--- src/rtl/load_use_interlock_unit.sv ---
// load_use_interlock_unit
// Load-use interlock between the IF/ID and ID/RR pipeline registers. It finds
// a load in ID/RR whose destination is a true source operand of the
// instruction in IF/ID. When it finds one, it holds PC and IF/ID for
// LOAD_STALL cycles and injects bubbles into ID/RR. A taken branch overrides
// the interlock and flushes IF/ID.
//
// Optional feature: define HAZARD_PERF_CNT_EN to build a saturating stall-cycle
// counter. Without the macro, stall_cnt is constant zero and stall_cnt_clr is
// ignored.

module load_use_interlock_unit #(
    parameter int REG_ADDR_W = 5,
    parameter int LOAD_STALL = 1,
    parameter int CNT_W      = 16
) (
    input  logic                  clk,
    input  logic                  rst_n,
    input  logic                  MemRead_id_rr,
    input  logic [REG_ADDR_W-1:0] rt_id_rr,
    input  logic [31:0]           Instruction_code_IfId,
    input  logic                  branch_taken,
    output logic                  stall,
    output logic                  bubble,
    output logic                  flush_IfId,
    input  logic                  stall_cnt_clr,
    output logic [CNT_W-1:0]      stall_cnt
);

    typedef enum logic [0:0] {
        IDLE = 1'b0,
        HOLD = 1'b1
    } state_e;

    localparam logic [3:0] HOLD_INIT = 4'(LOAD_STALL - 1);

    state_e                state_q;
    state_e                state_d;
    logic [3:0]            cnt_q;
    logic [3:0]            cnt_d;

    logic [5:0]            opcode;
    logic [REG_ADDR_W-1:0] rsAddr;
    logic [REG_ADDR_W-1:0] rtAddr;
    logic                  rtUsed;
    logic                  hazard;

    logic                  stallRaw;
    logic                  bubbleRaw;
    logic                  flushRaw;

    // The immediate / funct bits carry no register specifiers for this check
    logic                  unusedInstrBits;
    assign unusedInstrBits = ^Instruction_code_IfId[15:0];

    // Decode which fields of the IF/ID instruction are read as source operands
    always_comb begin
        opcode = Instruction_code_IfId[31:26];
        rsAddr = REG_ADDR_W'(Instruction_code_IfId[25:21]);
        rtAddr = REG_ADDR_W'(Instruction_code_IfId[20:16]);
        rtUsed = 1'b0;
        case (opcode)
            6'h00,
            6'h04,
            6'h05,
            6'h2B:   rtUsed = 1'b1;
            default: rtUsed = 1'b0;
        endcase
    end

    // Load-use comparison; register zero never produces a hazard
    always_comb begin
        hazard = 1'b0;
        if (MemRead_id_rr && (rt_id_rr != '0)) begin
            hazard = (rsAddr == rt_id_rr) || (rtUsed && (rtAddr == rt_id_rr));
        end
    end

    // Interlock state register with its remaining-hold counter
    always_ff @(posedge clk or negedge rst_n) begin
        if (!rst_n) begin
            state_q <= IDLE;
            cnt_q   <= 4'd0;
        end else begin
            state_q <= state_d;
            cnt_q   <= cnt_d;
        end
    end

    // Next-state and raw output decode; a taken branch wins over any stall
    always_comb begin
        state_d   = state_q;
        cnt_d     = cnt_q;
        stallRaw  = 1'b0;
        bubbleRaw = 1'b0;
        flushRaw  = 1'b0;

        if (branch_taken) begin
            flushRaw  = 1'b1;
            bubbleRaw = 1'b1;
            stallRaw  = 1'b0;
            state_d   = IDLE;
            cnt_d     = 4'd0;
        end else begin
            case (state_q)
                IDLE: begin
                    stallRaw  = hazard;
                    bubbleRaw = hazard;
                    if (hazard && (LOAD_STALL > 1)) begin
                        state_d = HOLD;
                        cnt_d   = HOLD_INIT;
                    end
                end
                HOLD: begin
                    stallRaw  = 1'b1;
                    bubbleRaw = 1'b1;
                    cnt_d     = cnt_q - 4'd1;
                    if (cnt_q == 4'd1) begin
                        state_d = IDLE;
                    end
                end
                default: begin
                    state_d = IDLE;
                    cnt_d   = 4'd0;
                end
            endcase
        end
    end

    // While reset is held all control outputs stay quiet
    always_comb begin
        stall      = rst_n & stallRaw;
        bubble     = rst_n & bubbleRaw;
        flush_IfId = rst_n & flushRaw;
    end

`ifdef HAZARD_PERF_CNT_EN

    logic [CNT_W-1:0] stallCnt_q;
    logic [CNT_W-1:0] stallCnt_d;

    // Saturating stall-cycle count; the clear wins over the increment
    always_comb begin
        stallCnt_d = stallCnt_q;
        if (stall_cnt_clr) begin
            stallCnt_d = '0;
        end else if (stall && (stallCnt_q != {CNT_W{1'b1}})) begin
            stallCnt_d = stallCnt_q + {{(CNT_W-1){1'b0}}, 1'b1};
        end
    end

    // Performance counter register
    always_ff @(posedge clk or negedge rst_n) begin
        if (!rst_n) begin
            stallCnt_q <= '0;
        end else begin
            stallCnt_q <= stallCnt_d;
        end
    end

    assign stall_cnt = stallCnt_q;

`else

    logic unusedStallCntClr;
    assign unusedStallCntClr = stall_cnt_clr;

    assign stall_cnt = '0;

`endif

endmodule

--- config.mk ---
export PLATFORM = sky130hd
export DESIGN_NAME = load_use_interlock_unit
export DESIGN_NICKNAME = d
export VERILOG_FILES = /design/src/rtl/load_use_interlock_unit.sv
export SDC_FILE = /design/constraint.sdc
export NUM_CORES = 1
export LEC_CHECK = 0
export ABC_AREA = 0
export ABC_CLOCK_PERIOD_IN_PS = 3010
export CAP_MARGIN = 20
export CORE_AREA = 2 2 39 41
export DETAILED_ROUTE_END_ITERATION = 8
export DIE_AREA = 0 0 41 43
export DONT_BUFFER_PORTS = 1
export HOLD_SLACK_MARGIN = 0.02
export PLACE_DENSITY_LB_ADDON = 0.05
export SYNTH_ARGS = -nofsm -noshare
export SYNTH_HDL_FRONTEND = slang
export SYNTH_SLANG_ARGS = --single-unit
--- constraint.sdc ---
create_clock -name clk -period 3.01 [get_ports clk]
set_input_delay 0.903 -clock clk [delete_from_list [all_inputs] [get_ports clk]]
set_output_delay 0.903 -clock clk [all_outputs]
set_load 0.1 [all_outputs]
==> summary.txt, run 1 <==
GPL Wtd Cong: 0.603
HPWL after detailed placement: 794 µm
dominant combinational cell family by area after synthesis: buffers and inverters
antenna diode count: 0
vias per inst: 4.61
iteration-0 DRC count of the detailed router: 9
FFs w/ async S/R, synth: 1.00
share of the synthesized netlist area taken by xor and xnor gates: 0.201
final std cells w/o fill: 90
worst hold-check path type: in -> async
area share of fa/ha/maj cells after synthesis: 0.0442
maximum number of pins on one net before global-route repair: 10
Post-Synth Simple-Gate Area: 0.164
Total GRT Usage: 0.113
slack of the worst reg-to-reg path: 1840 ps
worst reg2reg startpoint: state_q
Warnings, synthesis: 0
PnR worst setup slack: -151 ps
Multi-input gate area: 395 µm²
final hold violation count: 0
share of cell area taken by muxes after synthesis: 0.0199
CTS root buffer: clkbuf_4
effective utilization at floorplan: 0.409
FF-to-FF path depth: 3
Clock Skew: 6.18 ps
CP required: 2110 ps
clock tree from TritonCTS: done
outcome: complete, but fails checks
wire length per cell after detailed routing: 10.5 µm
worst slack after detailed placement: -170 ps
CTS H-tree depth: 1
part of the Yosys area used for sequential elements: 0.221
EDFF count, synth: 0
area of the mapped netlist: 566 µm²
core region area: 1380 µm²
post-synthesis compound-gate area fraction: 0.104
footprint of the flip-flops and latches: 125 µm²
vias post-DR: 415
Final Net Count: 119
Final min period: 3160 ps
Final setup violation count: 2
count of input and output buffers: 0
Die Footprint: 1760 µm²
layout-stage area growth over the synthesis result: 12.6%
remaining global-route overflow: 0
post-placement cell count: 86
IO Count: 61
endpoint arrival time on the critical path: 2260 ps
worst vdd rail ir drop: 0.000242 V
overall power consumption: 0.272 mW
clock-pin slew reported for the worst setup and hold paths after clock tree synthesis: 50 ps
Post-CTS Setup Inserts: 0
number of iterations in the first detailed-routing pass: 4
insertion delay of the later-clocked pin in the worst-skew pair: 240 ps
total of fill cells in the finished design: 144
maximum operating frequency: 0.316 GHz
Remaining DRCs: 0
Inserted Clock Buffers: 3
number of nets with antenna violations after detailed routing: 0
Die Span X: 41 µm
Leak Pwr: 0.266 nW
kind of launch point of the worst setup path: primary input
violated checks: setup timing
number of core rows: 14
count of state elements after synthesis: 5
element type at the critical path end: output port
RSZ-0062 raised after global routing: true
commonest non-fill, non-tap cells in the layout: conb_1 (16), xor2_1 (7), nor2_1 (6), xnor2_1 (6), dfrtp_1 (5)
most common library cell in the layout ignoring fill and taps: conb_1
clk buf depth: 2
commonest register cell after synthesis: dfrtp_1
period utilization: 1.05
type of the setup path with the least slack: in -> out
via count of the first global-routing pass: 371
fraction of final layout cells with drive strength greater than 1: 0.176
die height: 43 µm
unique cell type count in the Yosys netlist: 24
r2r endpoint: cnt_q[3]
number of pins with negative max-slew slack in the final report: 0
wire length of the first global-routing pass: 1340 µm
average footprint of a synthesized cell: 8.32 µm²
power density cells: 427 nW/µm²
Post-Route Utilization: 0.460
number of clock sinks seen by CTS: 5
highest net fanout along the worst path: 2
initial antenna violation count: 0
max capacitance violation total: 0
sum of routed wire length over all layers: 944 µm
number of standard cells after synthesis: 68
-- report_power, final --
group | switching, mW | internal, mW | total (mW)
clock network | 0.0269 | 0.0501 | 0.0770
registers | 0.0000000000000000959 | 0.0675 | 0.0675
logic | 0.108 | 0.0192 | 0.128
-- Yosys cell counts (2+ instances only) --
cell	number	area [µm²]
a21oi_1	4	20.0
nand4_1	2	12.5
nor2_1	6	22.5
buf_4	16	120
xnor2_1	6	52.6
or4_1	2	15.0
nor2b_1	2	12.5
dfrtp_1	5	125
clkbuf_1	2	7.51
inv_1	2	7.51
ha_1	2	25.0
xor2_1	7	61.3
-- flip-flops by register name, summed over array words and instances, names as in the netlist --
name / count
cnt_q: 4
state_q: 1
-- per-stage QoR --
step                      setup TNS (ps)  cell area (µm²)  hold slack, ps
after detailed placement            -317              599             541
final                               -277              637             355
after CTS                           -313              633             345
after floorplan                     -696              644             511
after global placement              -287              599             540
after global routing                -343              637             333
-- layer usage --
metal / GRT usage / part of all wire / vias up
met5: 0 / 0 / -
met4: 0.0600 / 0 / 0
li1: - / - / 205
met1: 0.115 / 0.35 / 188
met3: 0.0419 / 0.13 / 0
met2: 0.188 / 0.52 / 22
-- area by class of cell --
cell class | instances | share of cell area
clock buffers | 4 | 0.0413
inverters | 2 | 0.0118
multi-input cells | 58 | 0.621
flip-flops and latches | 5 | 0.196
well taps | 16 | 0.0314
repair buffers | 5 | 0.0982
-- logic make-up (layout without fill, tap and decap cells) --
kind of cell	after synthesis	in the layout
simple gates	17	17
xor+xnor	13	13
fa+ha+maj	2	2
flops	5	5
buf+inv	20	11
other cells	1	16
mux	1	1
compound gates	9	9
-- worst max-delay path, cell delays in order --
cell	delay, ps
or4_4	500
a2111o_1	460
a21oi_4	200
buf_12	190
-- timing repair --
item,in CTS,in global routing
hold buffers,0,0
endpoints found under the setup margin,2,2
resized for setup,2,1
-- worst max path at each step --
| stage | slack, ps | startpoint | to | depth (start not counted) |
|---|---|---|---|---|
| finish | -150 | Instruction_code_IfId[27] | bubble | 4 |
| detailed placement | -170 | Instruction_code_IfId[26] | bubble | 5 |
| CTS | -170 | Instruction_code_IfId[27] | bubble | 4 |
| global route | -180 | Instruction_code_IfId[26] | bubble | 5 |
| floorplan | -350 | Instruction_code_IfId[27] | bubble | 3 |
| global placement | -150 | Instruction_code_IfId[27] | bubble | 4 |
(Power assumes the default switching activity.)
==> inputs of run 2 (changes only) <==
- ABC_AREA: 0 -> not set
==> results of run 2 <==
Same layout as run 1: the final DEF is identical, and so are final timing and power.
